File: src/rtl/mem_1r1w_masked_param.sv
// mem_1r1w_masked_param
// Parametrised single-clock 1R1W memory with per-lane write mask, write-first
// same-cycle forwarding, out-of-range protection and 1- or 2-cycle read latency.
// Optional feature macro: MEM_1R1W_MASKED_PARAM_INIT_CLEAR_EN
//   defined   -> post-reset zero-fill sequencer, init_busy high for DEPTH cycles
//   undefined -> no sequencer, init_busy tied low, array content undefined at start
module mem_1r1w_masked_param #(
   parameter int DEPTH        = 48,
   parameter int WIDTH        = 64,
   parameter int MASK_GRAN    = 8,
   parameter int READ_LATENCY = 1,
   localparam int ADDR_W      = (DEPTH > 2) ? $clog2(DEPTH) : 1,
   localparam int MASK_W      = WIDTH / MASK_GRAN
) (
   input  logic              clock,
   input  logic              reset,
   input  logic [ADDR_W-1:0] R0_addr,
   input  logic              R0_en,
   output logic [WIDTH-1:0]  R0_data,
   output logic              R0_valid,
   input  logic [ADDR_W-1:0] W0_addr,
   input  logic              W0_en,
   input  logic [WIDTH-1:0]  W0_data,
   input  logic [MASK_W-1:0] W0_mask,
   output logic              init_busy
);

   // Depth widened by one bit so the range check also works for power-of-two depths
   localparam logic [ADDR_W:0] DEPTH_X = (ADDR_W + 1)'(DEPTH);

   if (WIDTH % MASK_GRAN != 0) begin : g_bad_gran
      $error("mem_1r1w_masked_param: WIDTH must be a multiple of MASK_GRAN");
   end
   if (READ_LATENCY != 1 && READ_LATENCY != 2) begin : g_bad_lat
      $error("mem_1r1w_masked_param: READ_LATENCY must be 1 or 2");
   end

   logic              w_init_busy;
   logic              w_init_we;
   logic [ADDR_W-1:0] w_init_addr;

`ifdef MEM_1R1W_MASKED_PARAM_INIT_CLEAR_EN
   localparam logic [ADDR_W-1:0] LAST_ADDR = ADDR_W'(DEPTH - 1);

   // Reset lands directly in FILL so init_busy is high exactly DEPTH cycles
   typedef enum logic {S_FILL = 1'b0, S_DONE = 1'b1} state_t;
   state_t            r_state;
   state_t            w_state_next;
   logic [ADDR_W-1:0] r_fill_cnt;

   // State register and fill counter; reset mid-fill restarts from word 0
   always_ff @(posedge clock or posedge reset) begin
      if (reset) begin
         r_state    <= S_FILL;
         r_fill_cnt <= '0;
      end else begin
         r_state <= w_state_next;
         if (r_state == S_FILL && r_fill_cnt != LAST_ADDR) begin
            r_fill_cnt <= r_fill_cnt + ADDR_W'(1);
         end
      end
   end

   // Next state: leave FILL after the last word is written, DONE is absorbing
   always_comb begin
      w_state_next = r_state;
      case (r_state)
         S_FILL: if (r_fill_cnt == LAST_ADDR) w_state_next = S_DONE;
         S_DONE: w_state_next = S_DONE;
      endcase
   end

   // Outputs: one zero word per FILL cycle at the counter address
   always_comb begin
      w_init_busy = (r_state == S_FILL);
      w_init_we   = (r_state == S_FILL);
      w_init_addr = r_fill_cnt;
   end
`else
   assign w_init_busy = 1'b0;
   assign w_init_we   = 1'b0;
   assign w_init_addr = '0;
`endif

   assign init_busy = w_init_busy;

   // Request qualification; out-of-range reads still return a (zero) response
   logic w_rd_fire;
   logic w_rd_in_range;
   logic w_wr_acc;
   logic w_fwd;

   assign w_rd_in_range = ({1'b0, R0_addr} < DEPTH_X);
   assign w_rd_fire     = R0_en & ~w_init_busy;
   assign w_wr_acc      = W0_en & ~w_init_busy & ({1'b0, W0_addr} < DEPTH_X);
   assign w_fwd         = w_wr_acc & (W0_addr == R0_addr);

   logic              w_mem_we;
   logic [ADDR_W-1:0] w_mem_addr;
   logic [MASK_W-1:0] w_mem_lane;
   logic [WIDTH-1:0]  w_mem_wdata;

   // Write port: fill sequencer owns it while busy, otherwise the W0 port
   always_comb begin
      w_mem_we    = w_wr_acc;
      w_mem_addr  = W0_addr;
      w_mem_lane  = W0_mask;
      w_mem_wdata = W0_data;
      if (w_init_we) begin
         w_mem_we    = 1'b1;
         w_mem_addr  = w_init_addr;
         w_mem_lane  = '1;
         w_mem_wdata = '0;
      end
   end

   // One narrow array per mask lane keeps each lane a plain RAM with its own enable
   logic [WIDTH-1:0] w_rd_word;

   for (genvar gi = 0; gi < MASK_W; gi++) begin : g_lane
      logic [MASK_GRAN-1:0] r_lane [DEPTH];

      // Lane write, no reset: contents survive reset unless the fill runs
      always_ff @(posedge clock) begin
         if (w_mem_we && w_mem_lane[gi]) begin
            r_lane[w_mem_addr] <= w_mem_wdata[gi*MASK_GRAN +: MASK_GRAN];
         end
      end

      // Read lane with write-first forwarding; out-of-range reads yield zero
      assign w_rd_word[gi*MASK_GRAN +: MASK_GRAN] =
         !w_rd_in_range          ? '0 :
         (w_fwd && W0_mask[gi])  ? W0_data[gi*MASK_GRAN +: MASK_GRAN] :
                                   r_lane[R0_addr];
   end

   logic [WIDTH-1:0] r_data_out;
   logic             r_valid_out;

   if (READ_LATENCY == 2) begin : g_lat2
      logic [WIDTH-1:0] r_s1_data;
      logic             r_s1_valid;

      // Stage 1: capture the read word at the request edge
      always_ff @(posedge clock or posedge reset) begin
         if (reset) begin
            r_s1_valid <= 1'b0;
            r_s1_data  <= '0;
         end else begin
            r_s1_valid <= w_rd_fire;
            if (w_rd_fire) r_s1_data <= w_rd_word;
         end
      end

      // Output stage: publish stage-1 result, hold data until the next response
      always_ff @(posedge clock or posedge reset) begin
         if (reset) begin
            r_valid_out <= 1'b0;
            r_data_out  <= '0;
         end else begin
            r_valid_out <= r_s1_valid;
            if (r_s1_valid) r_data_out <= r_s1_data;
         end
      end
   end else begin : g_lat1
      // Single stage: the capture register is the output, held until the next read
      always_ff @(posedge clock or posedge reset) begin
         if (reset) begin
            r_valid_out <= 1'b0;
            r_data_out  <= '0;
         end else begin
            r_valid_out <= w_rd_fire;
            if (w_rd_fire) r_data_out <= w_rd_word;
         end
      end
   end

   assign R0_data  = r_data_out;
   assign R0_valid = r_valid_out;

endmodule
File: config.mk
export PLATFORM = sky130hd
export DESIGN_NAME = mem_1r1w_masked_param
export DESIGN_NICKNAME = d
export VERILOG_FILES = /design/src/rtl/mem_1r1w_masked_param.sv
export SDC_FILE = /design/constraint.sdc
export NUM_CORES = 2
export LEC_CHECK = 0
export ABC_CLOCK_PERIOD_IN_PS = 4340
export CORE_UTILIZATION = 30
export DETAILED_ROUTE_END_ITERATION = 8
export HOLD_SLACK_MARGIN = 0.08
export SLEW_MARGIN = 0
export SYNTH_ARGS = -nofsm -noshare
export SYNTH_HDL_FRONTEND = slang
export SYNTH_SLANG_ARGS = --single-unit
File: constraint.sdc
create_clock -name clock -period 4.34 [get_ports clock]
set_input_delay 1.085 -clock clock [delete_from_list [all_inputs] [get_ports clock]]
set_output_delay 1.085 -clock clock [all_outputs]
set_load 0.01 [all_outputs]
==> run_results.csv <==
group,metric,value,unit
critical_path,critPathLaunchType,"flip-flop",
finish,final_layout_size_suffix_gt1_frac,0.315,
placed_design,hpwlAfterDp,238,mm
finish,fillers,36900,
finish,layout_common_cells,"edfxtp_1 (3072), mux4_2 (831), buf_4 (698)",
pwr,clockPowerShare,0.426,
synthesis,syn_avg_cell_area,21.9,µm²
timing,min_period_over_period,0.741,
routing,wl_per_cell,29.9,µm
placed_design,gp_congestion,0.861,
finish,area_growth,18.8,%
synthesis,netlist_instances,5554,
clock_network,post_cts_resized,0,
die,coreArea,403000,µm²
synthesis,ys_async_sr_fraction,0.0207,
hold_path,worstHoldPathType,"flip-flop to flip-flop",
grt,grt_pass1_vias,62900,
timing,setup_viol,0,
grt,antenna_found_initial,59,
status,outcome,"finished, final reports clean",
critical_path,arrival,2130,ps
placed_design,placed_cells,11500,
timing,finClkSkew,34.2,ps
critical_path,path_class,"flip-flop to output port",
timing,hold_ws,498,ps
critical_path,slowest_delay,660,ps
critical_path,crit_chain,"clkdlybuf4s50_1",
timing,maxSlewViolCount,0,
routing,routed_via_density,5.21,
clock_network,cts_setup_buffers,0,
finish,fin_cells,12200,
clock_network,cts_tree,"built",
placed_design,portBuffers,152,
synthesis,ys_seq_area_frac,0.771,
finish,layout_commonest_cell,"edfxtp_1",
clock_network,clkTransAtPathRegs,60,ps
grt,grt_use_total,0.174,
die,initial_utilization,0.302,
die,die_y,639,µm
pwr,swShare,0.219,
routing,routed_wl,363,mm
clock_network,clockBufferDepth,4,
critical_path,critical-path-top-delay-family,"buffers and inverters",
pwr,p_per_area,448,nW/µm²
synthesis,synth_nets,5642,
routing,vias,63300,
critical_path,worst-path-buf-inv,1,
job,max_cap_viol_count,0,
die,pin_count,154,
routing,drc,0,
die,dieWidth,639,µm
timing,rsz0062_at_grt,"false",
pwr,seq_power_share,0.519,
clock_network,root_buffer,"clkbuf_16",
critical_path,worst_setup_path_end_kind,"output port",
timing,hold_violations,0,
synthesis,synth-edff-count,3072,
die,rows,233,
routing,dr.pass1.iters,6,
synthesis,ys.flop_type,"edfxtp_1",
finish,fin_area,145000,µm²
timing,fmax,311,MHz
routing,first_iter_violations,8453,
pwr,p_switching,14200,µW
clock_network,cts_num_sinks,3137,
critical_path,required,3250,ps
placed_design,place_area,134000,µm²
synthesis,syn_area,122000,µm²
clock_network,clkLatencyLatePin,930,ps
critical_path,cp_slowest_cell,"clkdlybuf4s50_1",
timing,finalSetupTns,0,ps
routing,ant_nets,0,
grt,gr-total-overflow,0,
synthesis,ys_ff_latch,3137,
synthesis,ys_warn_count,0,
grt,grt_pass1_wl,502,mm
clock_network,cts_buffers,331,
timing,timing.slew.headroom,0.0868,
pwr,p_comb_frac,0.056,
pwr,internal_power,50700,µW
finish,nNetsFinal,6547,
grt,grt_max_degree,75,
synthesis,yosysUniqueCellTypes,70,
timing,min_period,3210,ps
pwr,p_leak,0.0460,µW
clock_network,htree_levels,5,
clock_network,holdBufCountCts,0,
timing,tightest_slew,1370,ps
critical_path,crit_fanout,2,
die,fp.dieArea,409000,µm²
pwr,ir_drop,0.294,mV
## registers in the layout (all words and copies together) (netlist names)
register / count
R0_data: 64
R0_valid: 1
g_lane.r_lane: 3072
## area by class of cell
class | count | area [µm²] | area share
clock buffer | 429 | 8860 | 0.0612
clock inverter | 173 | 1650 | 0.0114
timing repair buffer | 896 | 7420 | 0.0513
antenna | 18 | 45.0 | 0.000311
multi-input combinational | 2080 | 26100 | 0.180
sequential | 3137 | 93900 | 0.649
tap | 5405 | 6760 | 0.0467
inverter | 13 | 62.6 | 0.000432
## cells by family after synthesis
kind of cell,synth area share
other,0.0000308
AO/OA/AOI/OAI,0.0206
multiplexers,0.166
XOR/XNOR,0.000359
buffers and inverters,0.0160
flip-flops,0.771
AND/OR/NAND/NOR,0.0262
## worst register-to-register path, stage by stage (launching register included)
cell      delay (ps)
edfxtp_1         370
mux4_2           490
mux4_2           480
mux2_2           280
mux2i_1          170
nor2_1            70
a221o_1          270
## synth_stat cells, types with 28 or more instances
cell	n	area (µm²)
a22oi_1	59	443
buf_4	46	345
o21ai_0	34	170
dfrtp_1	65	1630
nand3_1	48	240
buf_1	31	116
buf_6	37	417
o22ai_1	28	175
mux4_2	831	18700
nand2_1	144	541
a21oi_1	45	225
edfxtp_1	3072	92200
clkbuf_1	122	458
nor2_1	427	1600
mux2i_1	139	1390
buf_2	79	395
## routing by layer
metal | global-route usage | vias to the layer above | share of wire
li1 | - | 25200 | -
met1 | 0.228 | 33900 | 0.38
met2 | 0.277 | 3421 | 0.47
met3 | 0.0394 | 697 | 0.097
met4 | 0.0771 | 40 | 0.049
met5 | 0 | - | 0.00069
## stage by stage
stage | total power [µW] | setup slack [ps] | util
2_1_floorplan | 35900 | 1080 | -
3_3_place_gp | 37800 | 345 | 0.333
3_5_place_dp | 37900 | 362 | 0.333
4_1_cts | 65200 | 1070 | 0.359
5_1_grt | 66500 | 1060 | 0.359
6_report | 64900 | 1130 | 0.359
## path summary, 6_finish.rpt
check	startpoint	end	slack, ps	cells after the start
worst max-delay path	R0_data[33]	R0_data[33]	1130	1
min in group asynchronous	reset	R0_valid	600	2
worst max register to register	g_lane[4].r_lane[11][0]	R0_data[32]	2100	6
max in group asynchronous	reset	R0_data[50]	2840	3
worst min register to register	R0_data[55]	R0_data[55]	500	1
worst min-delay path	R0_data[55]	R0_data[55]	500	1
## power by group through the flow
stage               logic [µW]  clock network [µW]  registers, µW
floorplan                 1770                   0          34200
global placement          3550                   0          34300
detailed placement        3610                   0          34300
CTS                       3610               28000          33700
global route              3750               29100          33600
finish                    3600               27600          33600
(Power assumes the default switching activity.)
